`config.mk`:
```
export PLATFORM = sky130hd
export DESIGN_NAME = uart_rx_fifo
export DESIGN_NICKNAME = d
export VERILOG_FILES = /design/src/rtl/uart_rx_fifo.sv
export SDC_FILE = /design/constraint.sdc
export NUM_CORES = 1
export LEC_CHECK = 0
export CAP_MARGIN = 20
export CORE_MARGIN = 2
export CORE_UTILIZATION = 35
export DETAILED_ROUTE_END_ITERATION = 7
export HOLD_SLACK_MARGIN = 0.03
export PLACE_DENSITY_LB_ADDON = 0.08
export SYNTH_ARGS = -nofsm -noshare
export SYNTH_HDL_FRONTEND = slang
export SYNTH_SLANG_ARGS = --single-unit
```
`constraint.sdc`:
```
create_clock -name i_clk -period 2.44 [get_ports i_clk]
set_input_delay 0.244 -clock i_clk [delete_from_list [all_inputs] [get_ports i_clk]]
set_output_delay 0.244 -clock i_clk [all_outputs]
set_load 0.005 [all_outputs]
```
`src/rtl/uart_rx_fifo.sv`:
```
// Receive-side FIFO behind the UART receiver: captures bytes on the done pulse,
// presents the head word first-word-fall-through, and tracks occupancy and overrun.
module uart_rx_fifo #(
  parameter int D_BIT    = 8,
  parameter int ADDR_W   = 4,
  parameter int AF_LEVEL = 12
) (
  input  logic              i_clk,
  input  logic              i_rst_n,
  input  logic              i_wr,
  input  logic [D_BIT-1:0]  i_w_data,
  input  logic              i_rd,
  input  logic              i_clr_ovr,
  output logic [D_BIT-1:0]  o_r_data,
  output logic              o_empty,
  output logic              o_full,
  output logic [ADDR_W:0]   o_count,
  output logic              o_almost_full,
  output logic              o_overrun
);

  localparam int DEPTH = 1 << ADDR_W;
  localparam logic [ADDR_W:0] C_DEPTH = (ADDR_W+1)'(DEPTH);
  localparam logic [ADDR_W:0] C_AF    = (ADDR_W+1)'(AF_LEVEL);

  logic [D_BIT-1:0]  r_mem [DEPTH];
  logic [ADDR_W-1:0] r_w_ptr;
  logic [ADDR_W-1:0] r_r_ptr;
  logic [ADDR_W:0]   r_count;
  logic              r_overrun;

  logic w_empty;
  logic w_full;
  logic w_rd_eff;
  logic w_we;
  logic w_drop;

  assign w_empty  = (r_count == '0);
  assign w_full   = (r_count == C_DEPTH);
  assign w_rd_eff = i_rd & ~w_empty;
  // A pop in the same cycle frees the slot, so a write into a full queue still lands.
  assign w_we     = i_wr & (~w_full | w_rd_eff);
  assign w_drop   = i_wr & ~w_we;

  // Storage carries no reset; stale words are unreachable once the pointers clear.
  always_ff @(posedge i_clk) begin
    if (w_we) begin
      r_mem[r_w_ptr] <= i_w_data;
    end
  end

  always_ff @(posedge i_clk or negedge i_rst_n) begin
    if (!i_rst_n) begin
      r_w_ptr   <= '0;
      r_r_ptr   <= '0;
      r_count   <= '0;
      r_overrun <= 1'b0;
    end else begin
      if (w_we) begin
        r_w_ptr <= r_w_ptr + 1'b1;
      end
      if (w_rd_eff) begin
        r_r_ptr <= r_r_ptr + 1'b1;
      end
      case ({w_we, w_rd_eff})
        2'b10:   r_count <= r_count + 1'b1;
        2'b01:   r_count <= r_count - 1'b1;
        default: r_count <= r_count;
      endcase
      // A drop in the same cycle as a clear must remain visible.
      if (w_drop) begin
        r_overrun <= 1'b1;
      end else if (i_clr_ovr) begin
        r_overrun <= 1'b0;
      end
    end
  end

  assign o_r_data      = r_mem[r_r_ptr];
  assign o_empty       = w_empty;
  assign o_full        = w_full;
  assign o_count       = r_count;
  assign o_almost_full = (r_count >= C_AF);
  assign o_overrun     = r_overrun;

endmodule

```
==> run summary, run 1 <==
Placer Congestion = 0.769
DRC = 0
endpoint type of the worst setup path = primary output
RSZ-0062 raised after global routing = true
Pins Over Slew Limit = 0
Fill cells = 1463
Fin Clk Skew = 5.81 ps
root buf cell = clkbuf_16
first-pass GRT wire length = 20.1 mm
DR vias = 3117
core area = 16500 µm²
max cap viols = 0
Initial Util = 35.4%
Area Growth Syn to Fin = 27.1%
Final nets = 424
Post-Synth XOR/XNOR Area = 1.50%
Post-Synth Adder-Cell Area = 2.06%
crit share post-route = 96.1%
Distinct cells, synth = 38
Synth Flop Type = edfxtp_1
Syn Area/Cell = 18.3 µm²
ANT cells = 0
Post-Route WL = 12.8 mm
Clock Path Buffers = 2
die span in y = 133 µm
clock power share = 28.3%
CTS tree = built
Synth top area share = 65.9%
switch share = 30.2%
startpoint type of the worst setup path = flip-flop
r2r startpoint = o_count[1]
CP Max Fanout = 5
Combinational Power Share = 36.3%
Max IR drop VDD = 570 µV
Switch Pwr = 2.71 mW
initial drt markers = 211
final setup TNS = 0 ps
status = completed
min Tclk post-route = 2350 ps
GRT overflow = 0
CP Class = flip-flop to primary output
Skew-Pair Late Insertion Delay = 420 ps
clock-pin slew on the worst setup and hold paths = 60 ps
pre-CTS setup slack = 0.849 ps
Synth area leaders = edfxtp_1, mux4_2, dfrtp_1
Final Util = 45.0%
drt first pass iters = 4
most common cell in the netlist = edfxtp_1
Hold Vio Cnt, Final = 0
sequential power share = 35.3%
Slew headroom = 43.8%
most frequent cells after synthesis = edfxtp_1, mux4_2, nand2_1
setup slack after layout = 94.7 ps
internal power = 6.25 mW
vias in the first global route = 3174
Die W = 133 µm
ANT nets after route = 0
max frequency = 426 MHz
clock buffer count from CTS = 17
Async S/R FF share, synth = 9.86%
EDFF count, synth = 128
vias per cell = 4.91
synthesized cell area = 5830 µm²
largest family of logic cells by synthesized area = multiplexers
final setup violation count = 0
pin count of the biggest net entering global routing = 20
per-cell routed wire length = 20.2 µm
row cnt = 47
sequential area share after synthesis = 71.9%
detailed-placement wirelength estimate = 8.21 mm
Total GRT Usage = 15.8%
Ys Warns = 0
Worst Hold Class = input pin to async pin
die footprint = 17700 µm²
TritonCTS Sinks = 142
CP required = 2200 ps
Mapped Nets = 341
Pwr Total = 8.97 mW
Synth Area in Compound Gates = 4.55%
initial antenna violation count = 0
crit path DAT = 2100 ps
I/O pin count = 30
IO Port Bufs = 29
worst slew pin tran = 840 ps
Pleak = 2.58 nW
fraction of layout cells with a size suffix above 1 = 34.2%
synthesis-stage register bit count = 142
Yosys top cell by area = edfxtp_1
Cell Pwr Density = 1210 nW/µm²
Mapped Cells = 319
Synth Area in Simple Gates = 5.45%
# H-tree levels = 4
post-synthesis mux area share = 12.9%
CP startpoint = r_r_ptr[0]
[flip-flops by register name (all words and copies together), names as in the netlist]
signal and cells:
r_r_ptr 4, o_count 5, r_mem 128, o_overrun 1, r_w_ptr 4
[cells in the final DEF (no fill, tap or decap), drive strengths merged, types with 2 or more instances in the layout]
cell type / synthesis / routed
edfxtp: 128 / 128
buf: 9 / 54
mux4: 32 / 32
clkbuf: 8 / 24
clkdlybuf4s50: 0 / 21
nand2: 19 / 19
nor2: 18 / 18
a22oi: 16 / 16
dfrtp: 14 / 14
clkinv: 0 / 9
xnor2: 8 / 8
ha: 8 / 8
inv: 7 / 7
nand3: 6 / 6
nor3: 4 / 4
nand2b: 4 / 4
a21oi: 4 / 4
nor2b: 4 / 4
a21o: 3 / 3
bufinv: 0 / 3
o21ai: 3 / 3
and2: 2 / 2
mux2i: 2 / 2
a22o: 2 / 2
xor2: 2 / 2
nand4: 2 / 2
a211oi: 2 / 2
clkinvlp: 0 / 2
[cells by family (layout without fill, tap and decap cells)]
group                    Yosys count  in the layout
AO/OA/AOI/OAI                     35             35
multiplexers                      35             35
AND/OR/NAND/NOR                   64             64
XOR/XNOR                          10             10
adder cells (fa/ha/maj)            9              9
flip-flops                       142            142
buffers and inverters             24            120
[stage by stage]
stage / instance area (µm²) / cells / hold slack [ps]
2_1_floorplan: 5830 / 319 / -51.6
3_3_place_gp: 6640 / 585 / 475
3_5_place_dp: 6640 / 585 / 477
4_1_cts: 7440 / 632 / 257
5_1_grt: 7420 / 635 / 294
6_report: 7420 / 635 / 249
[worst paths after layout]
path / to / slack, ps / cells after the start
setup / recovery: o_r_data[3] / 90 / 6
hold / removal: r_r_ptr[2] / 250 / 1
setup reg to reg: o_count[4] / 100 / 8
hold reg to reg: r_w_ptr[3] / 490 / 1
max in group asynchronous: r_r_ptr[0] / 1700 / 1
min in group i_clk: o_overrun / 390 / 2
[repair_timing]
| item | in CTS | in global routing |
|---|---|---|
| gates resized for setup | 43 | 10 |
| setup buffers | 14 | 4 |
| cloned | 1 | 0 |
| endpoints found under the setup margin | 8 | 10 |
| pin swaps | 18 | 11 |
| hold buffers | 0 | 0 |
| hold endpoints to repair | 0 | 0 |
[critical path, cell delays in order, from the launching register on]
cell     delay (ps)
dfrtp_2         470
buf_12          140
buf_4           120
mux4_2          500
a22oi_2         230
nand2_1          90
buf_2           140
[per-layer routing]
layer,vias to the layer above,wire [µm],GRT usage [%]
li1,1429,-,-
met1,1627,6400,23.3
met2,45,5900,23.0
met3,16,343,3.58
met4,0,202,6.15
met5,-,0,0
[power by group through the flow]
stage | combinational [mW] | sequential, mW | clock (mW)
after CTS | 3.36 | 3.17 | 2.61
final | 3.26 | 3.17 | 2.54
after global routing | 3.55 | 3.20 | 2.72
after floorplan | 1.70 | 3.17 | 0
after global placement | 3.01 | 3.19 | 0
after detailed placement | 3.00 | 3.21 | 0
[cell type report]
cell class                 instances  area (µm²)  area share (%)
inverter                           7        26.3           0.354
tap                              220         275            3.71
clock buffer                      18         429            5.79
multi-input combinational        153        1620            21.9
timing repair buffer              81         717            9.67
clock inverter                    14         150            2.02
sequential                       142        4200            56.6
(Power assumes the default switching activity.)
==> inputs of run 2 (changes only) <==
Settings changed: CORE_UTILIZATION 35 to 53.
==> run summary, run 2 (synthesis gave the netlist of run 1 again) <==
core area = 10800 µm²
per-cell routed wire length = 22.1 µm
CP Max Fanout = 7
Final Util = 68.5%
first-pass GRT wire length = 18.6 mm
Placer Congestion = 0.816
max frequency = 399 MHz
max incr delay on CP = 430 ps
crit share post-route = 103%
endpoint type of the worst setup path = primary output
initial antenna violation count = 0
Switch Pwr = 2.62 mW
crit-path cells = buf_12 > buf_12 > buf_12 > buf_12 > mux4_2 > a22oi_2 > nand2_1 > buf_2
detailed-placement wirelength estimate = 7.66 mm
Skew-Pair Late Insertion Delay = 520 ps
clock buffer count from CTS = 17
initial drt markers = 307
Hold Vio Cnt, Final = 0
DRC = 0
vias in the first global route = 3182
CP required = 2200 ps
pre-CTS setup slack = 0.277 ps
worst reg2reg endpoint = o_count[4]
TritonCTS Sinks = 142
commonest non-fill, non-tap cell in the layout = edfxtp_1
sequential power share = 35.3%
# H-tree levels = 4
vias per cell = 5.72
commonest non-fill, non-tap cells in the layout = edfxtp_1, buf_4, mux4_2
Pins Over Slew Limit = 0
Clock Path Buffers = 2
internal power = 6.34 mW
reg2reg path depth = 8
max reg flops = 128
Worst Hold Class = input pin to async pin
setup slack after layout = -64.1 ps
Final nets = 428
crit path DAT = 2260 ps
Slew headroom = 51.9%
final setup TNS = -94.1 ps
Fin Clk Skew = 7.76 ps
switch share = 29.2%
pin count of the biggest net entering global routing = 26
Hold-fix buffers, CTS = 0
worst slew pin tran = 719 ps
Die W = 109 µm
drt first pass iters = 4
die footprint = 11900 µm²
ANT nets after route = 0
CTS tree = built
RSZ-0062 raised after global routing = true
violated checks = setup timing
clock power share = 27.6%
Combinational Power Share = 37.1%
r2r startpoint = o_count[1]
root buf cell = clkbuf_8
Critical Path Most Common Cell = buf_12
Post-Route WL = 12.3 mm
I/O pin count = 30
CP Class = flip-flop to primary output
CP max-delay cell = dfrtp_2
DR vias = 3196
GRT overflow = 0
die span in y = 109 µm
max cap viols = 0
Top reg by flops = r_mem
Cell Pwr Density = 1210 nW/µm²
status = finished, violations left
min Tclk post-route = 2500 ps
clock-pin slew on the worst setup and hold paths = 60 ps
ANT cells = 0
IO Port Bufs = 29
R2R Setup Slk = 80 ps
Initial Util = 54.1%
Pleak = 2.64 nW
fraction of layout cells with a size suffix above 1 = 34.4%
row cnt = 38
Max IR drop VDD = 609 µV
final setup violation count = 2
startpoint type of the worst setup path = flip-flop
Area Growth Syn to Fin = 26.8%
Total GRT Usage = 22.7%
[run 2: cell types whose count changed in the layout (fill, tap and decap cells not counted), sizes merged]
cell      change
buf          +10
bufinv        -1
clkbuf        +2
clkinv        -6
clkinvlp      -1
[run 2: worst max path at each step]
stage,startpoint,to,slack [ps],cells after the start
after detailed placement,i_rd,o_count[4],0.3,9
final,r_r_ptr[0],o_r_data[7],-60,8
after CTS,r_r_ptr[0],o_r_data[7],-70,8
after global placement,i_rd,o_count[4],70,9
after floorplan,o_count[1],o_count[4],40,8
after global routing,r_r_ptr[0],o_r_data[7],-150,8
[run 2: layout make-up]
class	instances	area, µm²
tap	140	175
multi-input combinational	153	1620
clock buffer	26	498
timing repair buffer	85	801
sequential	142	4200
fill	711	3400
clock inverter	6	82.6
inverter	7	26.3
[run 2: power groups by stage]
stage                     Combinational (mW)  Sequential, mW  Clock (mW)
after detailed placement                2.89            3.20           0
after global placement                  2.86            3.18           0
after CTS                               3.28            3.16        2.51
after floorplan                         1.70            3.17           0
after global routing                    3.56            3.19        2.62
final                                   3.33            3.16        2.47
[run 2: timing repair]
action	4_1_cts	5_1_grt
pin swaps	21	7
setup endpoints to repair	9	8
gates cloned	1	0
setup buffers	15	2
gates resized for setup	52	7
[run 2: per-layer routing]
metal | share of wire [%] | GRT usage, % | up-vias
li1 | - | - | 1443
met1 | 42 | 30.7 | 1641
met2 | 53 | 37.2 | 98
met3 | 4.6 | 5.20 | 14
met4 | 1.2 | 7.14 | 0
met5 | 0 | 0 | -
[run 2: worst max-delay path: cells and delay by family (launching register included)]
kind | cells | cell delay (ps)
buffers and inverters | 5 | 650
flip-flops | 1 | 430
multiplexers | 1 | 430
AO/OA/AOI/OAI | 1 | 170
AND/OR/NAND/NOR | 1 | 80
[run 2: metrics by stage]
| step | hold slack (ps) | cells | power (mW) | cell area, µm² |
|---|---|---|---|---|
| 6_report | 158 | 559 | 8.96 | 7400 |
| 3_5_place_dp | 475 | 510 | 6.10 | 6560 |
| 4_1_cts | 156 | 557 | 8.95 | 7350 |
| 2_1_floorplan | -51.6 | 319 | 4.87 | 5830 |
| 5_1_grt | 186 | 559 | 9.37 | 7400 |
| 3_3_place_gp | 475 | 510 | 6.04 | 6560 |
